`config.mk`:
```
export PLATFORM = sky130hd
export DESIGN_NAME = rtc_timebase_flat
export DESIGN_NICKNAME = d
export VERILOG_FILES = /design/src/rtl/rtc_timebase_if.sv /design/src/rtl/rtc_timebase.sv /design/src/flat_wrapper.sv
export SDC_FILE = /design/constraint.sdc
export NUM_CORES = 1
export LEC_CHECK = 0
export BUFFER_PORTS_ARGS = -buffer_cell sky130_fd_sc_hd__buf_2
export CORE_MARGIN = 10
export CORE_UTILIZATION = 45
export DETAILED_ROUTE_END_ITERATION = 10
export GPL_ROUTABILITY_DRIVEN = 1
export HOLD_SLACK_MARGIN = 0.06
export PLACE_DENSITY = 0.67
export SETUP_SLACK_MARGIN = 0.02
export SLEW_MARGIN = 20
export SYNTH_ARGS = -nofsm -noshare
export SYNTH_HDL_FRONTEND = slang
export SYNTH_SLANG_ARGS = --single-unit
```
`constraint.sdc`:
```
create_clock -name i_sclk -period 6.42 [get_ports i_sclk]
set_input_delay 0.321 -clock i_sclk [delete_from_list [all_inputs] [get_ports i_sclk]]
set_output_delay 0.321 -clock i_sclk [all_outputs]
set_load 0.01 [all_outputs]
```
`src/rtl/rtc_timebase_if.sv`:
```
// rtc_timebase_if -- control/status bundle for the centisecond timebase.
//   i_count_init  : synchronous clear request (trigger control -> timebase)
//   i_count_enb   : run enable               (trigger control -> timebase)
//   i_latch_count : display-follow enable    (trigger control -> timebase)
//   o_tick        : one-cycle pulse per 10 ms (timebase -> consumers)
//   o_count       : live centisecond count
//   o_display     : latched count for the display path
//   o_overflow    : sticky wrap flag
// slave modport is the timebase side, master is the controller side.
interface rtc_timebase_if #(
    parameter int CNT_W = 24
);
    logic             i_count_init;
    logic             i_count_enb;
    logic             i_latch_count;
    logic             o_tick;
    logic [CNT_W-1:0] o_count;
    logic [CNT_W-1:0] o_display;
    logic             o_overflow;

    modport slave (
        input  i_count_init, i_count_enb, i_latch_count,
        output o_tick, o_count, o_display, o_overflow
    );

    modport master (
        output i_count_init, i_count_enb, i_latch_count,
        input  o_tick, o_count, o_display, o_overflow
    );
endinterface

```
`src/rtl/rtc_timebase.sv`:
```
// rtc_timebase -- 10 ms tick generator with centisecond elapsed counter,
// lap/freeze display latch and sticky overflow.
//   i_sclk    : system clock, rising edge
//   i_reset_n : asynchronous active-low reset
//   bus       : rtc_timebase_if.slave (controls in, tick/count/display/overflow out)
// Controls are assumed synchronous to i_sclk. Every output comes straight
// from a flop.
module rtc_timebase #(
    parameter int DIV_BOUND = 1000000,
    parameter int CNT_W     = 24
) (
    input  logic          i_sclk,
    input  logic          i_reset_n,
    rtc_timebase_if.slave bus
);
    localparam int PRE_W = (DIV_BOUND > 1) ? $clog2(DIV_BOUND) : 1;
    localparam logic [PRE_W-1:0] PRE_LAST = PRE_W'(DIV_BOUND - 1);

    logic [PRE_W-1:0] pre_q;
    logic [CNT_W-1:0] cnt_q;
    logic [CNT_W-1:0] disp_q;
    logic             tick_q;
    logic             ovf_q;
    logic             term;

    // Terminal count only while running; a paused prescaler keeps its
    // partial interval.
    assign term = bus.i_count_enb && (pre_q == PRE_LAST);

    always_ff @(posedge i_sclk or negedge i_reset_n) begin
        if (!i_reset_n) begin
            pre_q  <= '0;
            cnt_q  <= '0;
            disp_q <= '0;
            tick_q <= 1'b0;
            ovf_q  <= 1'b0;
        end else if (bus.i_count_init) begin
            // Clear wins over enable, latch and a coincident terminal count.
            pre_q  <= '0;
            cnt_q  <= '0;
            disp_q <= '0;
            tick_q <= 1'b0;
            ovf_q  <= 1'b0;
        end else begin
            tick_q <= term;
            if (bus.i_count_enb)
                pre_q <= term ? '0 : pre_q + 1'b1;
            if (term) begin
                cnt_q <= cnt_q + 1'b1;
                if (&cnt_q)
                    ovf_q <= 1'b1;
            end
            // Samples the pre-edge count: one cycle lag, and a coincident
            // tick shows the pre-increment value.
            if (bus.i_latch_count)
                disp_q <= cnt_q;
        end
    end

    assign bus.o_tick     = tick_q;
    assign bus.o_count    = cnt_q;
    assign bus.o_display  = disp_q;
    assign bus.o_overflow = ovf_q;
endmodule

```
`src/flat_wrapper.sv`:
```
// flat-port wrapper written by rule: the top's interface ports become plain ports
module rtc_timebase_flat 
#(
    parameter int DIV_BOUND = 1000000,
    parameter int CNT_W     = 24
)
  (i_sclk, i_reset_n, bus_i_count_init, bus_i_count_enb, bus_i_latch_count, bus_o_tick, bus_o_count, bus_o_display, bus_o_overflow);
  rtc_timebase_if #(.CNT_W(CNT_W)) bus_i ();
  input  logic i_sclk;
  input  logic i_reset_n;
  input wire logic [$bits(bus_i.i_count_init)-1:0] bus_i_count_init;
  input wire logic [$bits(bus_i.i_count_enb)-1:0] bus_i_count_enb;
  input wire logic [$bits(bus_i.i_latch_count)-1:0] bus_i_latch_count;
  output wire logic [$bits(bus_i.o_tick)-1:0] bus_o_tick;
  output wire logic [$bits(bus_i.o_count)-1:0] bus_o_count;
  output wire logic [$bits(bus_i.o_display)-1:0] bus_o_display;
  output wire logic [$bits(bus_i.o_overflow)-1:0] bus_o_overflow;
  assign bus_i.i_count_init = bus_i_count_init;
  assign bus_i.i_count_enb = bus_i_count_enb;
  assign bus_i.i_latch_count = bus_i_latch_count;
  assign bus_o_tick = bus_i.o_tick;
  assign bus_o_count = bus_i.o_count;
  assign bus_o_display = bus_i.o_display;
  assign bus_o_overflow = bus_i.o_overflow;
  rtc_timebase #(.DIV_BOUND(DIV_BOUND), .CNT_W(CNT_W)) u_core (.i_sclk(i_sclk), .i_reset_n(i_reset_n), .bus(bus_i));
endmodule
```
==> flow_summary.ini <==
[power]
comb_power_share = 0.034
power_density_nw_per_um2 = 211
net-switching-power_mw = 0.176
p_int_mw = 0.645
vdd_drop_max_v = 0.0000872
seqPwrFrac = 0.539
clkPwrFrac = 0.427
p_total_mw = 0.821
swShare = 0.215
p_leak_nw = 1.80

[place]
place_ws_ps = 3730
post_dp_cell_area_um2 = 3710
numPortBuffers = 54
dp_hpwl_um = 5010
gp_congestion = 0.850

[yosys]
synthCells = 344
ys_seq_area_frac = 0.518
synth_area_um2 = 3380
yosys_register_bits = 70
synth_nets = 351
synth_area_per_cell_um2 = 9.83
yosysWarnings = 0
synth_cell_type_count = 39

[floorplan]
fp.dieArea_um2 = 11400
dieWidth_um = 107
core_um2 = 7290
start_util = 0.464
dieHeight_um = 107
io_pins = 55
rows = 31

[timing]
finalCriticalPeriod_ps = 2550
hold_violations = 0
fmax_mhz = 392
slew_headroom = 0.302
rsz0062_at_grt = false
period_share = 0.397
skew_ps = 6.79
fin_ws_ps = 3870
setup_viol = 0
worst_slew_pin_slew_ps = 1050
setup_tns_ps = 0
slew_viol_final = 0

[setup_path]
cp-startpoint = u_core.pre_q[0]$_DFFE_PN0P_
cp-end-kind = flip-flop
crit_type = reg2reg
cp.required_ps = 6680
rr_endpoint = u_core.bus.o_count[20]$_DFFE_PN0P_
reg2reg_depth = 6
worst-r2r-setup-slack_ps = 3870
r2r_start = u_core.pre_q[0]$_DFFE_PN0P_
cp-start-kind = flip-flop
crit_end = u_core.bus.o_count[20]$_DFFE_PN0P_
crit_arrival_ps = 2810
worstPathMaxFanout = 20

[clock_tree]
cts_resized = 0
cts.clk_slew.worst_paths_ps = 70
tritoncts = yes
cts_buffer_depth = 2
cts_root_buffer = clkbuf_8
htreeDepth = 3
hold_buffers = 0
cts_num_sinks = 70
cts_made_buffers = 9
clk-insertion-delay-late_ps = 340
post_cts_buffers = 0

[global_routing]
grt_pass1_wl_um = 12500
overflow = 0
grt.total_usage = 0.132
grt_max_degree = 71
antenna_found_initial = 0
grt_pass1_vias = 2533

[detailed_routing]
ant_nets = 0
drc = 0
wl_um = 7340
drt-wirelength-per-cell_um = 14.8
vias = 2597
dr.pass1.iters = 4
viasPerCell = 5.24
drt_iter0_drc = 91

[layout]
n_fill_cell = 717
nNetsFinal = 401
final_core_util = 0.534
area_growth_pct = 15.2
antennaDiodeCount = 0
drive_gt1_frac = 0.181
finalInstanceArea_um2 = 3900

[run]
maxCapViolations = 0

[outcome]
outcome = complete, no violations

[min_path]
hold_class = in2async
## cell families (layout without fill, tap and decap cells)
logic type               after synthesis  after routing  synth area share
AND/OR/NAND/NOR                      166            166             0.243
flip-flops                            70             70             0.518
XOR/XNOR                              35             35            0.0907
buffers and inverters                 28             81            0.0355
multiplexers                          24             24            0.0711
AO/OA/AOI/OAI                         19             19            0.0340
adder cells (fa/ha/maj)                2              2           0.00740
## cell type report
cell class	count	area, um2	area share
flip-flops and latches	70	1750	0.450
multi-input cells	246	1510	0.387
repair buffers	55	278	0.0713
clock buffers	13	159	0.0408
well taps	99	124	0.0318
inverters	12	45.0	0.0116
clock inverters	1	30.0	0.00771
## per-stage QoR
stage          hold slack [ps]  std cells
3_3_place_gp               495        482
5_1_grt                    265        496
4_1_cts                    217        496
2_1_floorplan             25.4        344
3_5_place_dp               504        482
6_report                   150        496
## flip-flops by register name, summed over array words and instances (netlist names)
| register | cells |
|---|---|
| u_core.bus.o_count | 24 |
| u_core.bus.o_display | 24 |
| u_core.pre_q | 20 |
| u_core.bus.o_overflow | 1 |
| u_core.bus.o_tick | 1 |
## worst min path at each step
| stage | to | slack [ps] | cells past startpoint |
|---|---|---|---|
| detailed placement | u_core.bus.o_display[8]$_DFFE_PN0P_ | 500 | 2 |
| CTS | u_core.bus.o_count[14]$_DFFE_PN0P_ | 220 | 2 |
| global route | u_core.bus.o_display[17]$_DFFE_PN0P_ | 270 | 2 |
| global placement | u_core.bus.o_display[14]$_DFFE_PN0P_ | 490 | 2 |
| floorplan | u_core.bus.o_count[0]$_DFFE_PN0P_ | 30 | 0 |
| finish | u_core.bus.o_display[17]$_DFFE_PN0P_ | 150 | 2 |
## power by group through the flow
stage	logic [mW]	registers [mW]	clock network, mW
2_1_floorplan	0.0158	0.451	0
5_1_grt	0.0318	0.443	0.379
3_5_place_dp	0.0287	0.451	0
6_report	0.0277	0.443	0.351
4_1_cts	0.0287	0.443	0.359
3_3_place_gp	0.0285	0.451	0
## placed cells by master (no fill, tap or decap), types with 3 or more instances in the layout
master    instances
dfrtp_1          70
xnor2_1          25
buf_2            54
o21ai_0           3
nand3_1          12
xor2_1           10
nor4_1           13
nor3_1           11
or3_1             3
nand2_1          20
mux2i_1          24
or4_1             4
nor2_1           72
and2_1            3
clkbuf_8         11
nand4_1          10
a21oi_1           9
inv_1            12
nand2b_1          3
## worst max-delay path: stages (launching register included)
cell and delay (ps):
dfrtp_1 410, ha_1 220, nand4_1 300, or3_4 600, or2_1 310, or4_1 480, a21oi_1 150
## synthesized netlist by cell type
cell type | n | area share
ha_1 | 2 | 0.0074
o211ai_1 | 1 | 0.0022
or2_2 | 1 | 0.0019
nor3_1 | 11 | 0.016
or4b_4 | 1 | 0.0041
o2111ai_1 | 1 | 0.0026
or4bb_1 | 1 | 0.0033
nand3_1 | 12 | 0.018
nand4_2 | 1 | 0.0037
and2_1 | 3 | 0.0056
or3_1 | 3 | 0.0056
a31o_2 | 1 | 0.0026
a21oi_1 | 9 | 0.013
o22ai_1 | 1 | 0.0019
mux2i_1 | 24 | 0.071
nand2b_1 | 3 | 0.0056
nor2b_1 | 1 | 0.0019
nor4_1 | 13 | 0.024
o32ai_1 | 1 | 0.0026
inv_1 | 12 | 0.013
or3_4 | 1 | 0.0033
buf_1 | 1 | 0.0011
xor2_1 | 10 | 0.026
o31ai_1 | 2 | 0.0044
nor4bb_1 | 1 | 0.0030
and4_1 | 2 | 0.0052
and4b_1 | 1 | 0.0030
and3_1 | 2 | 0.0037
or4_1 | 4 | 0.0089
nor2_1 | 72 | 0.080
buf_6 | 2 | 0.0067
dfrtp_1 | 70 | 0.52
nand2_1 | 20 | 0.022
o21ai_0 | 3 | 0.0044
xnor2_1 | 25 | 0.065
nand4_1 | 10 | 0.019
clkbuf_1 | 13 | 0.014
nand3b_1 | 1 | 0.0022
or2_1 | 2 | 0.0037
## layer usage
layer	share of wire	wire length, um	GRT usage	vias up
met2	0.47	3450	0.213	57
met3	0.058	424	0.0401	10
met1	0.46	3350	0.162	1255
li1	-	-	-	1275
met5	0	0	0	-
met4	0.015	112	0.0493	0
Power figures use the tool's default switching activity.
